**src/rtl/cv_pad_ctrl.sv**
```systemverilog
// ColecoVision controller-port emulation: maps MiSTer joystick words onto the
// active-low keypad/joystick pin matrix, with a stretched keypad code and a quadrature spinner.
module cv_pad_ctrl #(
   parameter int          NPADS      = 2,
   parameter logic [15:0] HOLD_TICKS = 16'd4096,
   parameter logic [15:0] SPIN_DIV   = 16'd2048
) (
   input  logic                  clk_sys,
   input  logic                  reset,
   input  logic                  ce,
   input  logic                  swap,
   input  logic [32*NPADS-1:0]   joy_i,
   input  logic [NPADS-1:0]      p5_n_i,
   input  logic [NPADS-1:0]      p8_n_i,
   output logic [4*NPADS-1:0]    p1_4_o,
   output logic [NPADS-1:0]      p6_o,
   output logic [NPADS-1:0]      p7_o,
   output logic [NPADS-1:0]      p9_o
);

   localparam logic [3:0] NONE = 4'b1111;

   logic [21:0] src    [NPADS];
   logic [3:0]  enc    [NPADS];
   logic        key    [NPADS];
   logic [3:0]  held   [NPADS];
   logic [3:0]  held_n [NPADS];
   logic        act    [NPADS];
   logic        act_n  [NPADS];
   logic        prs    [NPADS];
   logic        prs_n  [NPADS];
   logic [15:0] hcnt   [NPADS];
   logic [15:0] hcnt_n [NPADS];
   logic [15:0] div    [NPADS];
   logic [15:0] div_n  [NPADS];
   logic [1:0]  ph     [NPADS];
   logic [1:0]  ph_n   [NPADS];
   logic [3:0]  pins_n [NPADS];
   logic        fire_n [NPADS];
   logic [3:0]  kp     [NPADS];
   logic [3:0]  js     [NPADS];
   logic        swap_q;
   logic        swap_chg;

   assign swap_chg = (NPADS >= 2) && (swap != swap_q);

   // Only ports 0 and 1 take part in the swap; higher ports stay wired straight.
   for (genvar p = 0; p < NPADS; p++) begin : g_pad
      logic [9:0] unused_hi;
      assign unused_hi = joy_i[32*p+22 +: 10];
      if (NPADS >= 2 && p < 2) begin : g_swp
         assign src[p] = swap ? joy_i[32*(1-p) +: 22] : joy_i[32*p +: 22];
      end else begin : g_fix
         assign src[p] = joy_i[32*p +: 22];
      end
   end

   always_comb begin
      for (int p = 0; p < NPADS; p++) begin
         enc[p]    = NONE;
         key[p]    = |src[p][19:6];
         held_n[p] = held[p];
         act_n[p]  = act[p];
         hcnt_n[p] = hcnt[p];
         prs_n[p]  = key[p];
         div_n[p]  = div[p];
         ph_n[p]   = ph[p];

         if      (src[p][8])  enc[p] = 4'b0011;
         else if (src[p][9])  enc[p] = 4'b1110;
         else if (src[p][10]) enc[p] = 4'b1101;
         else if (src[p][11]) enc[p] = 4'b0110;
         else if (src[p][12]) enc[p] = 4'b0001;
         else if (src[p][13]) enc[p] = 4'b1001;
         else if (src[p][14]) enc[p] = 4'b0111;
         else if (src[p][15]) enc[p] = 4'b1100;
         else if (src[p][16]) enc[p] = 4'b1000;
         else if (src[p][17]) enc[p] = 4'b1011;
         else if (src[p][6])  enc[p] = 4'b1010;
         else if (src[p][7])  enc[p] = 4'b0101;
         else if (src[p][18]) enc[p] = 4'b0100;
         else if (src[p][19]) enc[p] = 4'b0010;

         // A swap drops any stretched code from the old pad but still shows a key held on the new one.
         if (swap_chg) begin
            held_n[p] = key[p] ? enc[p] : NONE;
            act_n[p]  = 1'b0;
            hcnt_n[p] = 16'd0;
         end else if (key[p]) begin
            held_n[p] = enc[p];
            act_n[p]  = 1'b0;
            hcnt_n[p] = 16'd0;
         end else if (prs[p]) begin
            hcnt_n[p] = 16'd0;
            if (HOLD_TICKS == 16'd0) held_n[p] = NONE;
            else                     act_n[p]  = 1'b1;
         end else if (act[p] && ce) begin
            if (hcnt[p] + 16'd1 >= HOLD_TICKS) begin
               held_n[p] = NONE;
               act_n[p]  = 1'b0;
               hcnt_n[p] = 16'd0;
            end else begin
               hcnt_n[p] = hcnt[p] + 16'd1;
            end
         end

         kp[p]     = p5_n_i[p] ? NONE : held_n[p];
         js[p]     = p8_n_i[p] ? NONE : {~src[p][3], ~src[p][2], ~src[p][1], ~src[p][0]};
         pins_n[p] = kp[p] & js[p];
         fire_n[p] = (p5_n_i[p] | ~src[p][5]) & (p8_n_i[p] | ~src[p][4]);

         if (src[p][21] ^ src[p][20]) begin
            if (ce) begin
               if (div[p] + 16'd1 >= SPIN_DIV) begin
                  div_n[p] = 16'd0;
                  ph_n[p]  = src[p][21] ? ph[p] + 2'd1 : ph[p] - 2'd1;
               end else begin
                  div_n[p] = div[p] + 16'd1;
               end
            end
         end else begin
            div_n[p] = 16'd0;
         end
      end
   end

   // Gray decode of the phase: {A,B} = 11,10,00,01 for phases 0..3.
   always_ff @(posedge clk_sys) begin
      if (reset) begin
         swap_q <= 1'b0;
         p1_4_o <= '1;
         p6_o   <= '1;
         p7_o   <= '1;
         p9_o   <= '1;
         for (int p = 0; p < NPADS; p++) begin
            held[p] <= NONE;
            act[p]  <= 1'b0;
            prs[p]  <= 1'b0;
            hcnt[p] <= 16'd0;
            div[p]  <= 16'd0;
            ph[p]   <= 2'd0;
         end
      end else begin
         swap_q <= swap;
         for (int p = 0; p < NPADS; p++) begin
            held[p]          <= held_n[p];
            act[p]           <= act_n[p];
            prs[p]           <= prs_n[p];
            hcnt[p]          <= hcnt_n[p];
            div[p]           <= div_n[p];
            ph[p]            <= ph_n[p];
            p1_4_o[4*p +: 4] <= pins_n[p];
            p6_o[p]          <= fire_n[p];
            p7_o[p]          <= ~ph_n[p][1];
            p9_o[p]          <= ~(ph_n[p][1] ^ ph_n[p][0]);
         end
      end
   end

endmodule

```
**config.mk**
```make
export PLATFORM = sky130hd
export DESIGN_NAME = cv_pad_ctrl
export DESIGN_NICKNAME = d
export VERILOG_FILES = /design/src/rtl/cv_pad_ctrl.sv
export SDC_FILE = /design/constraint.sdc
export NUM_CORES = 1
export LEC_CHECK = 0
export ABC_CLOCK_PERIOD_IN_PS = 4300
export BUFFER_PORTS_ARGS = -buffer_cell sky130_fd_sc_hd__buf_2
export CAP_MARGIN = 5
export CELL_PAD_IN_SITES_DETAIL_PLACEMENT = 2
export CELL_PAD_IN_SITES_GLOBAL_PLACEMENT = 2
export CORE_ASPECT_RATIO = 1.75
export CORE_MARGIN = 1
export CORE_UTILIZATION = 36
export DETAILED_ROUTE_END_ITERATION = 6
export GPL_TIMING_DRIVEN = 0
export PLACE_DENSITY_LB_ADDON = 0.25
export SLEW_MARGIN = 20
export SYNTH_ARGS = -nofsm -noshare
export SYNTH_HDL_FRONTEND = slang
export SYNTH_SLANG_ARGS = --single-unit
```
**constraint.sdc**
```tcl
create_clock -name clk_sys -period 4.3 [get_ports clk_sys]
set_input_delay 1.29 -clock clk_sys [delete_from_list [all_inputs] [get_ports clk_sys]]
set_output_delay 1.29 -clock clk_sys [all_outputs]
set_load 0.05 [all_outputs]
```
==> impl_metrics.env <==
export IMPL_p_per_area_nw_per_um2=329
export IMPL_tritoncts="built"
export IMPL_grt_use_total=0.243
export IMPL_critPathMaxStageDelay_ns=0.61
export IMPL_num_vias=5010
export IMPL_hold_path_depth=2
export IMPL_cts_max_level=3
export IMPL_chipHeight_um=160
export IMPL_worstSetupPathType="input pin to register"
export IMPL_cts_hold_buf=0
export IMPL_rrSetupSlack_ns=1.53
export IMPL_cp_required_ns=4.51
export IMPL_cp_cell_sequence="buf_2 -> buf_2 -> buf_1 -> a2111oi_0 -> o311ai_0 -> nand4b_1 -> o311ai_0 -> nand2_1"
export IMPL_netlist_instances=611
export IMPL_drtAntennaViolNets=0
export IMPL_critPathLaunchType="input pin"
export IMPL_yosysTopAreaCellShare=0.370
export IMPL_clock_fmax_mhz=286
export IMPL_dp_hpwl_um=14000
export IMPL_sw_frac_of_total=0.271
export IMPL_internal_power_mw=1.44
export IMPL_cp_end_kind="register"
export IMPL_pwr_share_comb=0.121
export IMPL_cts_sinks=95
export IMPL_ioPinCount=86
export IMPL_nets=762
export IMPL_p_switching_mw=0.535
export IMPL_irDropWorstVdd_uv=164
export IMPL_cp_top_family="buffers and inverters"
export IMPL_synth_area_top_cells="dfxtp_1, mux2i_1, nor2_1"
export IMPL_rsz0062_at_grt="false"
export IMPL_clk_pin_slew_ns=0.08
export IMPL_synth_top_cell_by_area="dfxtp_1"
export IMPL_syn_to_final_growth_pct=16.5
export IMPL_fin_ws_ns=0.802
export IMPL_rr_worst_depth=8
export IMPL_grt_pass1_vias=5703
export IMPL_finalSetupViolations=0
export IMPL_numCtsBuffers=9
export IMPL_cts_path_max_buffers=2
export IMPL_synth_edf_count=0
export IMPL_fin_crit_ns=3.50
export IMPL_grt_max_degree=18
export IMPL_drc_errors=0
export IMPL_initial_core_util=0.370
export IMPL_fin_tns_setup_ns=0
export IMPL_finalCritPeriodShare=0.813
export IMPL_crit_path_max_fanout=10
export IMPL_skew_ns=0.0138
export IMPL_synth_nets=687
export IMPL_ys_seq_elements=95
export IMPL_report_final_slew_viol_count=0
export IMPL_holdPathEnd="held[0][0]"
export IMPL_drt_wl_total_um=17500
export IMPL_slowest_stage="buf_1"
export IMPL_synth_warning_count=0
export IMPL_drive_gt1_frac=0.164
export IMPL_worstMarginPinSlew_ns=0.822
export IMPL_worst_path_buf_inv=3
export IMPL_outcome="finished clean"
export IMPL_async_flop_share=0
export IMPL_synthDistinctLibCells=74
export IMPL_clock_power_share=0.420
export IMPL_drt_wirelength_per_cell_um=20.1
export IMPL_drt_iter0_drc=120
export IMPL_ys_seq_area_frac=0.370
export IMPL_antenna_found_initial=1
export IMPL_power_mw=1.97
export IMPL_insertion_delay_ns=0.35
export IMPL_grt_first_pass_wirelength_um=28100
export IMPL_final_core_util=0.431
export IMPL_hold_slack_ns=0.462
export IMPL_io_buffers=64
export IMPL_syn_area_um2=5140
export IMPL_slew_headroom=0.437
export IMPL_avgSynthCellArea_um2=8.41
export IMPL_grt_remaining_overflow=0
export IMPL_cts_resized=0
export IMPL_power_leakage_nw=2.18
export IMPL_rr_endpoint="p1_4_o[5]"
export IMPL_cts_setup_buffers=0
export IMPL_synth_main_ff_cell="dfxtp_1"
export IMPL_worstPathArrival_ns=3.70
export IMPL_hold_class="register to register"
export IMPL_rows=57
export IMPL_die_w_um=92.3
export IMPL_place_gp_congestion=0.931
export IMPL_maxCapViolCount=0
export IMPL_pwr_share_seq=0.459
export IMPL_hold_violations=0
export IMPL_die_area_um2=14800
export IMPL_drtPass1Iterations=4
export IMPL_core_area_um2=13900
export IMPL_vias_per_cell=5.77
export IMPL_pre_cts_ws_ns=0.411
export IMPL_cts_root_buffer="clkbuf_16"
export IMPL_hp_start="held[0][0]"
export IMPL_r2r_start="hcnt[0][16]"
cell usage in the layout (no fill, tap or decap), types with 11 or more instances in the layout:
| cell | count |
|---|---|
| and3_1 | 15 |
| mux2i_1 | 31 |
| dfxtp_1 | 95 |
| xnor2_1 | 18 |
| buf_2 | 70 |
| nand2_1 | 35 |
| nand4_1 | 15 |
| nor3_1 | 25 |
| inv_1 | 12 |
| nor3b_1 | 12 |
| nor2_1 | 79 |
| a21oi_1 | 30 |
| o21ai_0 | 23 |
| xor2_1 | 21 |
| and2_1 | 12 |
| or3_1 | 11 |
| nand3_1 | 25 |
synth_stat cells, types with 4 or more instances:
| cell | count |
|---|---|
| o21ai_0 | 23 |
| nor3_1 | 25 |
| or2_2 | 7 |
| a31oi_1 | 5 |
| mux2i_1 | 31 |
| nand3_1 | 25 |
| nand4_1 | 15 |
| xor2_1 | 21 |
| ha_1 | 4 |
| clkbuf_1 | 8 |
| mux2_2 | 5 |
| or4_1 | 4 |
| buf_2 | 6 |
| nand2_1 | 35 |
| nor2_1 | 79 |
| nor3b_1 | 12 |
| a21oi_1 | 30 |
| a211oi_1 | 4 |
| dfxtp_1 | 95 |
| nor4_1 | 10 |
| o311ai_0 | 4 |
| nand2b_1 | 9 |
| or3_1 | 11 |
| and2_1 | 12 |
| inv_1 | 12 |
| nor2b_1 | 6 |
| and3_1 | 15 |
| xnor2_1 | 18 |
| o211ai_1 | 6 |
cell type report:
class / count / area [um^2]
plain buffers: 17 / 75.1
multi-input cells: 486 / 3120
well taps: 177 / 221
clock buffers: 9 / 225
fillers: 1592 / 7920
inverters: 13 / 48.8
repair buffers: 64 / 320
flip-flops and latches: 95 / 1900
clock inverters: 7 / 80.1
diodes: 1 / 2.50
routing by layer:
layer,GRT usage,wire length (um),part of all wire
met2,0.490,10200,0.58
met4,0.151,882,0.050
met1,0.218,6050,0.35
met3,0.0314,362,0.021
met5,0,0,0
metrics by stage:
stage               instances  area (um^2)
floorplan                 611         5140
global placement          852         5680
detailed placement        852         5680
CTS                       868         5990
global route              869         5990
finish                    869         5990
power by group through the flow:
stage	clock network [mW]	registers, mW	logic [mW]
floorplan	0	0.949	0.114
detailed placement	0	0.925	0.238
global placement	0	0.925	0.229
finish	0.828	0.905	0.239
CTS	0.850	0.905	0.240
global route	0.887	0.906	0.256
worst max path at each step:
stage,from,end,slack (ns),depth (start not counted)
after floorplan,swap,p1_4_o[5],1.12,7
after global placement,swap,p1_4_o[2],0.49,7
after detailed placement,swap,p1_4_o[4],0.41,8
after CTS,swap,p1_4_o[4],0.78,8
after global routing,swap,p1_4_o[4],0.61,8
final,swap,p1_4_o[4],0.80,8
tightest hold or removal path: stages, from the launching register on:
cell	delay (ns)
dfxtp_1	0.32
inv_1	0.05
a21oi_1	0.05
flip-flops by register name, indices dropped and copies added (netlist names):
name    count
act         2
p7_o        2
prs         2
p6_o        2
ph          4
div        32
hcnt       32
held        8
p9_o        2
p1_4_o      8
swap_q      1
kinds of logic (layout without fill, tap and decap cells):
group,after synthesis,in the layout,synth area share
muxes,36,36,0.0713
adders and majority gates,4,4,0.00974
and+or+nand+nor,287,287,0.299
AOI/OAI and AO/OA,120,120,0.159
xor gates and xnor gates,39,39,0.0664
other,0,1,0
buffers and inverters,30,110,0.0241
DFF,95,95,0.370
(Power assumes the default switching activity.)
